--- src/rtl/registers_array_pkg.sv ---
// Shared widths and types for the CPU general-purpose register file.
// Default geometry: eight 32-bit registers.
package registers_array_pkg;

    localparam int DATA_W   = 32;
    localparam int ADDR_W   = 3;
    localparam int NUM_REGS = 2 ** ADDR_W;

    typedef logic [ADDR_W-1:0] reg_idx_t;
    typedef logic [DATA_W-1:0] word_t;

endpackage

--- src/rtl/registers_array.sv ---
// Register file: one synchronous write port, two combinational read ports.
// Reads see the word being written in the same cycle (write-first bypass).
module registers_array #(
    parameter int DATA_W = registers_array_pkg::DATA_W,
    parameter int ADDR_W = registers_array_pkg::ADDR_W
) (
    input  logic              clk,
    input  logic              rst,
    input  logic              wr_en,
    input  logic [DATA_W-1:0] wr_data,
    input  logic [ADDR_W-1:0] wr_addr,
    input  logic [ADDR_W-1:0] rd_addr1,
    input  logic [ADDR_W-1:0] rd_addr2,
    output logic [DATA_W-1:0] rd_data1,
    output logic [DATA_W-1:0] rd_data2
);

    import registers_array_pkg::*;

    localparam int NREGS = 2 ** ADDR_W;

    logic [NREGS-1:0][DATA_W-1:0] regs_q;
    logic [NREGS-1:0][DATA_W-1:0] regs_d;

    for (genvar i = 0; i < NREGS; i++) begin : g_entry
        always_comb begin
            regs_d[i] = regs_q[i];
            if (wr_en && (wr_addr == ADDR_W'(i))) begin
                regs_d[i] = wr_data;
            end
        end

        always_ff @(posedge clk or posedge rst) begin
            if (rst) begin
                regs_q[i] <= '0;
            end else begin
                regs_q[i] <= regs_d[i];
            end
        end
    end

    // Bypass is suppressed during reset so outputs read zero at once.
    function automatic logic [DATA_W-1:0] read_port(
        input logic [ADDR_W-1:0]            addr,
        input logic [NREGS-1:0][DATA_W-1:0] regs,
        input logic                         in_rst,
        input logic                         we,
        input logic [ADDR_W-1:0]            waddr,
        input logic [DATA_W-1:0]            wdata
    );
        logic [DATA_W-1:0] val;
        val = regs[addr];
        if (in_rst) begin
            val = '0;
        end else if (we && (waddr == addr)) begin
            val = wdata;
        end
        return val;
    endfunction

    always_comb begin
        rd_data1 = read_port(rd_addr1, regs_q, rst, wr_en, wr_addr, wr_data);
        rd_data2 = read_port(rd_addr2, regs_q, rst, wr_en, wr_addr, wr_data);
    end

endmodule

--- config.mk ---
export PLATFORM = sky130hd
export DESIGN_NAME = registers_array
export DESIGN_NICKNAME = d
export VERILOG_FILES = /design/src/rtl/registers_array_pkg.sv /design/src/rtl/registers_array.sv
export SDC_FILE = /design/constraint.sdc
export NUM_CORES = 1
export LEC_CHECK = 0
export ABC_CLOCK_PERIOD_IN_PS = 11400
export BUFFER_PORTS_ARGS = -buffer_cell sky130_fd_sc_hd__clkbuf_2
export CAP_MARGIN = 20
export CORE_MARGIN = 4
export CORE_UTILIZATION = 55
export DETAILED_ROUTE_END_ITERATION = 8
export HOLD_SLACK_MARGIN = 0.03
export MAX_ROUTING_LAYER = met4
export PLACE_DENSITY = 0.89
export REMOVE_ABC_BUFFERS = 1
export SYNTH_ARGS = -nofsm -noshare
export SYNTH_HDL_FRONTEND = slang
export SYNTH_SLANG_ARGS = --single-unit
export TNS_END_PERCENT = 30
--- constraint.sdc ---
create_clock -name clk -period 11.4 [get_ports clk]
set_input_delay 1.71 -clock clk [delete_from_list [all_inputs] [get_ports clk]]
set_output_delay 1.71 -clock clk [all_outputs]
set_load 0.03 [all_outputs]
==> out/results.tsv, run 1 <==
metric	value	unit
r2r-start	regs_q[100]	
instances_no_fill	1357	
cts-root-buf	clkbuf_16	
fill_cells	1797	
hold_buffers	0	
intPower	2.04	mW
die_h	172	um
synth_cell_types	23	
regMostFlops	regs_q	
end_kind	output pin	
h-tree-depth	1	
ys_ff_latch	256	
io_pins	108	
regArea	6410	sq um
hold_viol	0	
largest_reg_flops	256	
clock_sinks	256	
fin_crit	6000	ps
rrSetupSlack	10560	ps
wl_per_cell	25.0	um
whs_endpoint	regs_q[24]	
drv_cap	0	
critical_path_class	in -> out	
worst_pin_slew	952	ps
vias	9042	
antenna_left	0	
critPathMaxStageDelay	670	ps
finClkSkew	0	ps
drt_first_pass_iters	5	
n_antenna_cell	0	
routed_wirelength	33.9	mm
crit_buf_inv	3	
clk_path_buf_depth	3	
max_slew_margin	0.365	
io_buffers	107	
critical-path-top-delay-family	buffers and inverters	
startpoint_type	input pin	
hp-start	regs_q[24]	
timing.setup.tns	0	ps
syn_to_final_growth	8.91	%
yosys_warnings	0	
cts_resized	0	
status	complete, no violations	
rsz0062_at_grt	no	
finalCritPeriodShare	0.527	
whs_path_depth	1	
pwr-share-seq	0.439	
dieArea	29400	sq um
pwr-share-clk	0.307	
cts_tree	built	
start_util	0.562	
path_cells	buf_2 > buf_4 > mux4_1 > mux2i_1 > a21oi_1 > clkbuf_2	
finalPower	2.87	mW
drt-initial-drc-count	694	
p_sw_frac	0.290	
gp_congestion	0.734	
final_area	16000	sq um
worst-r2r-cell-count	1	
post-cts-setup-buffers	0	
gr-total-overflow	0	
viasPerCell	6.66	
core-area	26200	sq um
grt_max_degree	173	
cp_max_fo	36	
grt_pass1_wl	53.2	mm
path_clk_slew	60	ps
vdd_drop_max	119	uV
synth_area_per_cell	15.2	sq um
grt_pass1_vias	9446	
drv_slew	0	
syn_inst	966	
hold_path.class	reg -> reg	
die_w	172	um
synth_area	14700	sq um
max_freq	167	MHz
insertion_delay	520	ps
top_regs	regs_q x256	
cp.arrival	4290	ps
finalSetupViolCount	0	
r2r_end	regs_q[100]	
hpwl	19.4	mm
worstPathRequired	9690	ps
ys_seq_area_frac	0.435	
grt_antenna_before_repair	0	
p_leak	7.00	nW
p_sw	0.830	mW
placed_area	15100	sq um
multiInputGateArea	7620	sq um
post-place-cells	1309	
num_rows	59	
num-nets-final	1046	
grt_util_all_layers	0.236	
p_per_area	179	nW/um^2
drive_above_1_share	0.450	
pwr-share-comb	0.254	
drc	0	
cts_made_buffers	26	
cpMaxStageDelayCell	buf_2	
==> area by class of cell <==
class	count	share of cell area
Multi-Input combinational cell	594	0.476
Sequential cell	256	0.400
Clock buffer	39	0.0493
Timing Repair Buffer	123	0.0422
Tap cell	335	0.0261
Clock inverter	9	0.00648
Inverter	1	0.000703
==> per-layer routing <==
layer	wire length, um	global-route usage	vias up
li1	-	-	3876
met1	14000	0.306	4808
met2	17200	0.392	297
met3	1800	0.0363	61
met4	792	0.0651	0
met5	0	-	-
==> power groups by stage <==
stage	clock [mW]	combinational, mW	sequential [mW]
2_1_floorplan	0	0.556	1.21
3_3_place_gp	0	0.702	1.23
3_5_place_dp	0	0.726	1.26
4_1_cts	0.894	0.734	1.25
5_1_grt	0.930	0.783	1.28
6_report	0.881	0.727	1.26
==> placed cells by master, fill, tap and decap left out, types with 3 or more instances in the layout <==
master and n:
buf_4 18, clkinv_2 4, nand4b_1 3, a21oi_1 64
mux4_1 96, clkbuf_2 103, clkbuf_1 5, clkbuf_16 27
mux2i_1 64, clkbuf_8 7, mux4_2 32, o21ai_0 64
mux2_2 254, dfrtp_1 256, xnor2_1 6
==> synth_stat cells, drive strengths merged <==
| master | number | share of area |
|---|---|---|
| dfrtp | 256 | 0.44 |
| mux2 | 256 | 0.20 |
| mux4 | 128 | 0.22 |
| buf | 96 | 0.043 |
| a21oi | 64 | 0.022 |
| mux2i | 64 | 0.044 |
| o21ai | 64 | 0.022 |
| clkbuf | 19 | 0.0048 |
| xnor2 | 6 | 0.0036 |
| nand4 | 3 | 0.0021 |
| nand4b | 3 | 0.0018 |
| nor3 | 2 | 0.0018 |
| nor3b | 2 | 0.0026 |
| inv | 1 | 0.00025 |
| nand2 | 1 | 0.00025 |
| nand2b | 1 | 0.00093 |
==> stage by stage <==
| step | setup WS [ps] | util | hold slack, ps |
|---|---|---|---|
| after global placement | 5420 | 0.578 | 479 |
| after global routing | 5200 | 0.612 | 533 |
| after detailed placement | 5390 | 0.578 | 503 |
| after CTS | 5390 | 0.612 | 521 |
| after floorplan | 718 | - | 465 |
| final | 5400 | 0.612 | 516 |
==> how the worst max path moves through the flow <==
stage | to | startpoint | depth (start not counted) | slack [ps]
finish | rd_data1[2] | rd_addr1[2] | 6 | 5400
global route | rd_data1[4] | rd_addr1[2] | 6 | 5200
CTS | rd_data1[15] | rd_addr1[2] | 6 | 5390
detailed placement | rd_data1[15] | rd_addr1[2] | 6 | 5390
global placement | rd_data1[15] | rd_addr1[2] | 6 | 5420
floorplan | rd_data1[0] | rst | 3 | 720
==> cell families (layout without fill, tap and decap cells) <==
logic type	after synthesis	count (layout)	share of synthesized area
AO/OA/AOI/OAI	128	128	0.0435
XOR/XNOR	6	6	0.00357
buffers and inverters	116	172	0.0485
flip-flops	256	256	0.435
multiplexers	448	448	0.460
AND/OR/NAND/NOR	12	12	0.00944
No activity file was read; power rests on OpenSTA's default activity.
==> run 2: changes to the inputs <==
--- a/config.mk
+++ b/config.mk
@@ -5,7 +5,7 @@
 export SDC_FILE = /design/constraint.sdc
 export NUM_CORES = 1
 export LEC_CHECK = 0
-export ABC_CLOCK_PERIOD_IN_PS = 11400
+export ABC_CLOCK_PERIOD_IN_PS = 5300
 export BUFFER_PORTS_ARGS = -buffer_cell sky130_fd_sc_hd__clkbuf_2
 export CAP_MARGIN = 20
 export CORE_MARGIN = 4
==> constraint.sdc (replaced) <==
create_clock -name clk -period 5.3 [get_ports clk]
set_input_delay 0.795 -clock clk [delete_from_list [all_inputs] [get_ports clk]]
set_output_delay 0.795 -clock clk [all_outputs]
set_load 0.03 [all_outputs]
==> run 2 against run 1 <==
Effect of this change: count of clock-buffer cells in the layout down 3; wire length increased by 2.9%; core utilization increased by 0.25 points; sequential power grew 110%; first-iteration DRC count fell by 17%; critical path depth unchanged; combinational power grew 120%; clock power is 120% higher; cell area increased by 0.41%; final cell count grew 0.59%; via count down 0.12%; critical endpoint is now rd_data1[12].
==> out/results.tsv, run 2 (synthesis gave the netlist of run 1 again) <==
metric	value	unit
layout_commonest_cell	dfrtp_1	
p_sw_frac	0.286	
grt_pass1_vias	9479	
finalCritPeriodShare	0.740	
start_util	0.562	
drt-initial-drc-count	576	
worst_pin_slew	1010	ps
io_pins	108	
fin_crit	3920	ps
grt_util_all_layers	0.245	
cpMaxStageDelayCell	nand4_4	
max_slew_margin	0.325	
die_h	172	um
syn_to_final_growth	9.35	%
cts_made_buffers	26	
gp_congestion	0.768	
rrSetupSlack	4470	ps
h-tree-depth	1	
num-nets-final	1054	
worstPathRequired	4510	ps
largest_reg_flops	256	
core-area	26200	sq um
crit_buf_inv	2	
vdd_drop_max	213	uV
hpwl	20.4	mm
pre_cts_slack	1400	ps
finalSetupViolCount	0	
end_kind	output pin	
final_cell_mix	dfrtp_1 (256), mux2_2 (254), clkbuf_2 (103)	
critical_path_class	in -> out	
intPower	4.43	mW
grt_max_degree	169	
r2r_end	regs_q[3]	
cts_resized	0	
viasPerCell	6.62	
final_area	16100	sq um
drv_cap	0	
hold_buffers	0	
p_sw	1.78	mW
worst-r2r-cell-count	1	
rsz0062_at_grt	no	
pwr-share-comb	0.254	
path_clk_slew	60	ps
layout_setup_ws	1380	ps
insertion_delay	520	ps
hold_path.class	in -> async	
instances_no_fill	1365	
path_cells	buf_4 > xnor2_1 > nand4_4 > o21ai_0 > a21oi_1 > clkbuf_2	
wl_per_cell	25.5	um
drv_slew	0	
dieArea	29400	sq um
pwr-share-seq	0.435	
post-cts-setup-buffers	0	
cts_tree	built	
critical-path-top-delay-family	simple AND/OR/NAND/NOR gates	
critPathMaxStageDelay	770	ps
routed_wirelength	34.8	mm
cts-root-buf	clkbuf_16	
die_w	172	um
gr-total-overflow	0	
io_buffers	107	
cp.arrival	3120	ps
pwr-share-clk	0.311	
fin_util	0.614	
grt_antenna_before_repair	0	
regMostFlops	regs_q	
p_leak	7.05	nW
cp_max_fo	64	
drt_first_pass_iters	4	
p_per_area	386	nW/um^2
n_antenna_cell	0	
clock_sinks	256	
r2r-start	regs_q[3]	
vias	9031	
drive_above_1_share	0.454	
drc	0	
hold_viol	0	
finClkSkew	0	ps
max_freq	255	MHz
status	complete, no violations	
clk_path_buf_depth	3	
startpoint_type	input pin	
num_rows	59	
antenna_left	0	
grt_pass1_wl	54.8	mm
top_regs	regs_q x256	
post-place-cells	1317	
placed_area	15200	sq um
==> run 2: changes by cell type in the layout (fill, tap and decap cells not counted), sizes merged <==
cell / change
buf: +8
clkbuf: -3
bufinv: +2
clkinv: +2
clkinvlp: -1
==> run 2: layout make-up <==
cell class,instances,area [sq um]
Fill cell,1837,10100
Multi-Input combinational cell,594,7620
Sequential cell,256,6410
Clock buffer,36,749
Timing Repair Buffer,131,723
Tap cell,335,419
Clock inverter,12,163
Inverter,1,11.3
==> run 2: power by group through the flow <==
| stage | Sequential (mW) | Clock (mW) | Combinational, mW |
|---|---|---|---|
| after global routing | 2.75 | 2.04 | 1.69 |
| final | 2.70 | 1.93 | 1.58 |
| after global placement | 2.65 | 0 | 1.52 |
| after detailed placement | 2.72 | 0 | 1.58 |
| after CTS | 2.69 | 1.96 | 1.59 |
| after floorplan | 2.60 | 0 | 1.20 |
==> run 2: how the worst max path moves through the flow <==
stage                      from      endpoint  slack (ps)  cells after the start
CTS                 rd_addr1[1]  rd_data1[12]        1410                      6
floorplan                   rst   rd_data1[0]       -3550                      3
global placement    rd_addr1[1]  rd_data1[18]        1530                      6
detailed placement  rd_addr1[1]  rd_data1[12]        1400                      6
finish              rd_addr1[1]  rd_data1[12]        1380                      6
global route        rd_addr2[2]  rd_data2[31]        1220                      6
==> run 2: through the flow <==
step | power [mW] | hold WS, ps | TNS [ps]
floorplan | 3.79 | 465 | -1093530
global placement | 4.18 | 480 | 0
detailed placement | 4.29 | 507 | 0
CTS | 6.25 | 521 | 0
global route | 6.48 | 538 | 0
finish | 6.21 | 483 | 0
==> run 2: layer usage <==
| layer | up-vias | track usage | share of wire |
|---|---|---|---|
| met4 | 0 | 0.0644 | 0.018 |
| met3 | 45 | 0.0313 | 0.055 |
| met1 | 4764 | 0.310 | 0.40 |
| met2 | 317 | 0.424 | 0.53 |
| met5 | - | - | 0 |
| li1 | 3905 | - | - |
==> run 3: changes to the inputs <==
--- a/config.mk
+++ b/config.mk
@@ -5,15 +5,16 @@
 export SDC_FILE = /design/constraint.sdc
 export NUM_CORES = 1
 export LEC_CHECK = 0
-export ABC_CLOCK_PERIOD_IN_PS = 5300
+export ABC_AREA = 1
+export ABC_CLOCK_PERIOD_IN_PS = 3500
 export BUFFER_PORTS_ARGS = -buffer_cell sky130_fd_sc_hd__clkbuf_2
 export CAP_MARGIN = 20
 export CORE_MARGIN = 4
-export CORE_UTILIZATION = 55
+export CORE_UTILIZATION = 56
 export DETAILED_ROUTE_END_ITERATION = 8
 export HOLD_SLACK_MARGIN = 0.03
 export MAX_ROUTING_LAYER = met4
-export PLACE_DENSITY = 0.89
+export PLACE_DENSITY = 0.9
 export REMOVE_ABC_BUFFERS = 1
 export SYNTH_ARGS = -nofsm -noshare
 export SYNTH_HDL_FRONTEND = slang
==> constraint.sdc (replaced) <==
create_clock -name clk -period 3.5 [get_ports clk]
set_input_delay 0.525 -clock clk [delete_from_list [all_inputs] [get_ports clk]]
set_output_delay 0.525 -clock clk [all_outputs]
set_load 0.03 [all_outputs]
==> run 3 against run 2 <==
Effect of this change: first-iteration DRC count increased to 4.4 times the previous value; core utilization is 1.2 points higher; flip-flop and latch count unchanged; combinational power rose by 36%; synthesized cell count is 140% higher; area after synthesis rose by 3.5%; wire length up 42%; power grew 48%; count of clock-buffer cells in the layout is 4 higher; largest cell class unchanged; die area up 1.6%; cell area up 4.6%; largest power group unchanged; non-clock buffer count up 27.
==> out/results.tsv, run 3 <==
metric	value	unit
drive_above_1_share	0.108	
io_pins	108	
path_cells	buf_4 > inv_4 > nand2_1 > nand2_1 > nor2_4 > nand2_2 > buf_12 > nand2_1 > nor2_1 > nor2_1 > clkbuf_2	
synth_edf_count	0	
fin_util	0.626	
synth_commonest_cells	nand2_1 (950), nand3_1 (346), dfrtp_1 (256)	
hold_viol	0	
ys_seq_area_frac	0.420	
hold_path.class	in -> async	
cts_tree	built	
syn_to_final_growth	10.5	%
routed_wirelength	49.5	mm
rsz0062_at_grt	no	
synth_area	15200	sq um
gr-total-overflow	0	
dieArea	29900	sq um
cpMaxStageDelayCell	buf_4	
die_w	173	um
crit_start	rd_addr2[0]	
drv_cap	0	
gp_congestion	0.906	
grt_antenna_before_repair	2	
startpoint_type	input pin	
yosys-top-cells-area	dfrtp_1 (42%), nand2_1 (23%), nand3_1 (11%)	
finalSetupViolCount	0	
max_slew_margin	0.369	
post-cts-setup-buffers	0	
top_regs	regs_q x256	
instances_no_fill	2678	
vias	16300	
drv_slew	0	
drt-initial-drc-count	2509	
cp.arrival	2430	ps
cp.depth	11	
p_leak	8.41	nW
r2r_end	regs_q[198]	
p_per_area	548	nW/um^2
hold_buffers	0	
wl_per_cell	18.5	um
io_buffers	107	
crit_path_end	rd_data2[26]	
grt_pass1_wl	80.3	mm
finalCritPeriodShare	0.845	
r2r-start	regs_q[198]	
final_area	16800	sq um
worst-r2r-cell-count	2	
clk_path_buf_depth	3	
worstPathRequired	2970	ps
fin_crit	2960	ps
synth_cell_types	20	
ys.flop_type	dfrtp_1	
critPathMaxStageDelay	370	ps
yosysTopAreaCell	dfrtp_1	
post-place-cells	2628	
fill_cells	2310	
rrSetupSlack	2700	ps
max_freq	338	MHz
end_kind	output pin	
insertion_delay	540	ps
grt_util_all_layers	0.333	
critical-path-top-delay-family	buffers and inverters	
drt_first_pass_iters	8	
status	complete, no violations	
cts_resized	0	
cts_made_buffers	27	
core-area	26900	sq um
synth_area_per_cell	6.62	sq um
finClkSkew	0	ps
grt_max_degree	129	
critical_path_class	in -> out	
ys_ff_latch	256	
cp_max_fo	35	
vdd_drop_max	368	uV
h-tree-depth	1	
viasPerCell	6.08	
worst_pin_slew	947	ps
num-nets-final	2360	
hpwl	28.2	mm
path_clk_slew	60	ps
async_reset_ff_frac	1.00	
die_h	173	um
largest_reg_flops	256	
num_rows	60	
grt_pass1_vias	15800	
final_cell_mix	nand2_1 (946), nand3_1 (346), dfrtp_1 (256)	
crit_buf_inv	4	
clock_sinks	256	
syn_inst	2300	
yosys_warnings	0	
netlist.area_leader.share	0.420	
start_util	0.567	
layout_commonest_cell	nand2_1	
cts-root-buf	clkbuf_16	
regMostFlops	regs_q	
synth_most_common_cell	nand2_1	
drc	0	
antenna_left	0	
cpMostUsedCell	nand2_1	
placed_area	15900	sq um
## run 3: cell count changes after synthesis, moves of 96 or more
| cell | delta |
|---|---|
| o21ai_0 | +160 |
| nand2_1 | +949 |
| nand3_1 | +346 |
| mux4_1 | -96 |
| nor2_1 | +229 |
| mux2_2 | -254 |
## run 3: worst min-delay path by stage
stage / depth (start not counted) / to / start
4_1_cts: 2 / regs_q[73] / rst
5_1_grt: 2 / regs_q[53] / rst
6_report: 2 / regs_q[21] / rst
3_3_place_gp: 2 / regs_q[107] / regs_q[107]
2_1_floorplan: 2 / regs_q[100] / regs_q[100]
3_5_place_dp: 2 / regs_q[55] / regs_q[55]
## run 3: cells by family after synthesis
logic type	count (synthesis)	share of synthesized area
buffers and inverters	215	0.0662
AOI/OAI and AO/OA	294	0.103
DFF	256	0.420
and+or+nand+nor	1535	0.410
## run 3: cell type report
class,count,area [sq um],area share
tap,341,427,0.0253
antenna,2,5.00,0.000297
clock buffer,40,835,0.0496
timing repair buffer,158,1020,0.0608
sequential,256,6410,0.380
inverter,44,178,0.0106
multi-input combinational,1829,7840,0.466
clock inverter,8,121,0.00721
## run 3: metrics by stage
| step | worst slack (ps) | hold WS [ps] | setup TNS [ps] | total power [mW] |
|---|---|---|---|---|
| after floorplan | -5280 | 474 | -1639550 | 5.41 |
| after global placement | 696 | 487 | 0 | 5.99 |
| after detailed placement | 661 | 495 | 0 | 6.11 |
| after CTS | 667 | 73.3 | 0 | 9.17 |
| after global routing | 470 | 99.0 | 0 | 9.69 |
| final | 542 | 55.1 | 0 | 9.22 |
## run 3: power by group
group | switching (mW) | internal, mW | total (mW)
logic | 1.42 | 0.736 | 2.15
registers | 0.463 | 3.53 | 3.99
clock network | 1.22 | 1.86 | 3.08
## run 3: metal layers
layer | share of wire | up-vias | routed length (um) | track usage
met4 | 0.047 | 0 | 2340 | 0.167
li1 | - | 7418 | - | -
met5 | 0 | - | 0 | -
met2 | 0.45 | 1193 | 22400 | 0.508
met3 | 0.13 | 214 | 6610 | 0.0791
met1 | 0.37 | 7444 | 18200 | 0.417
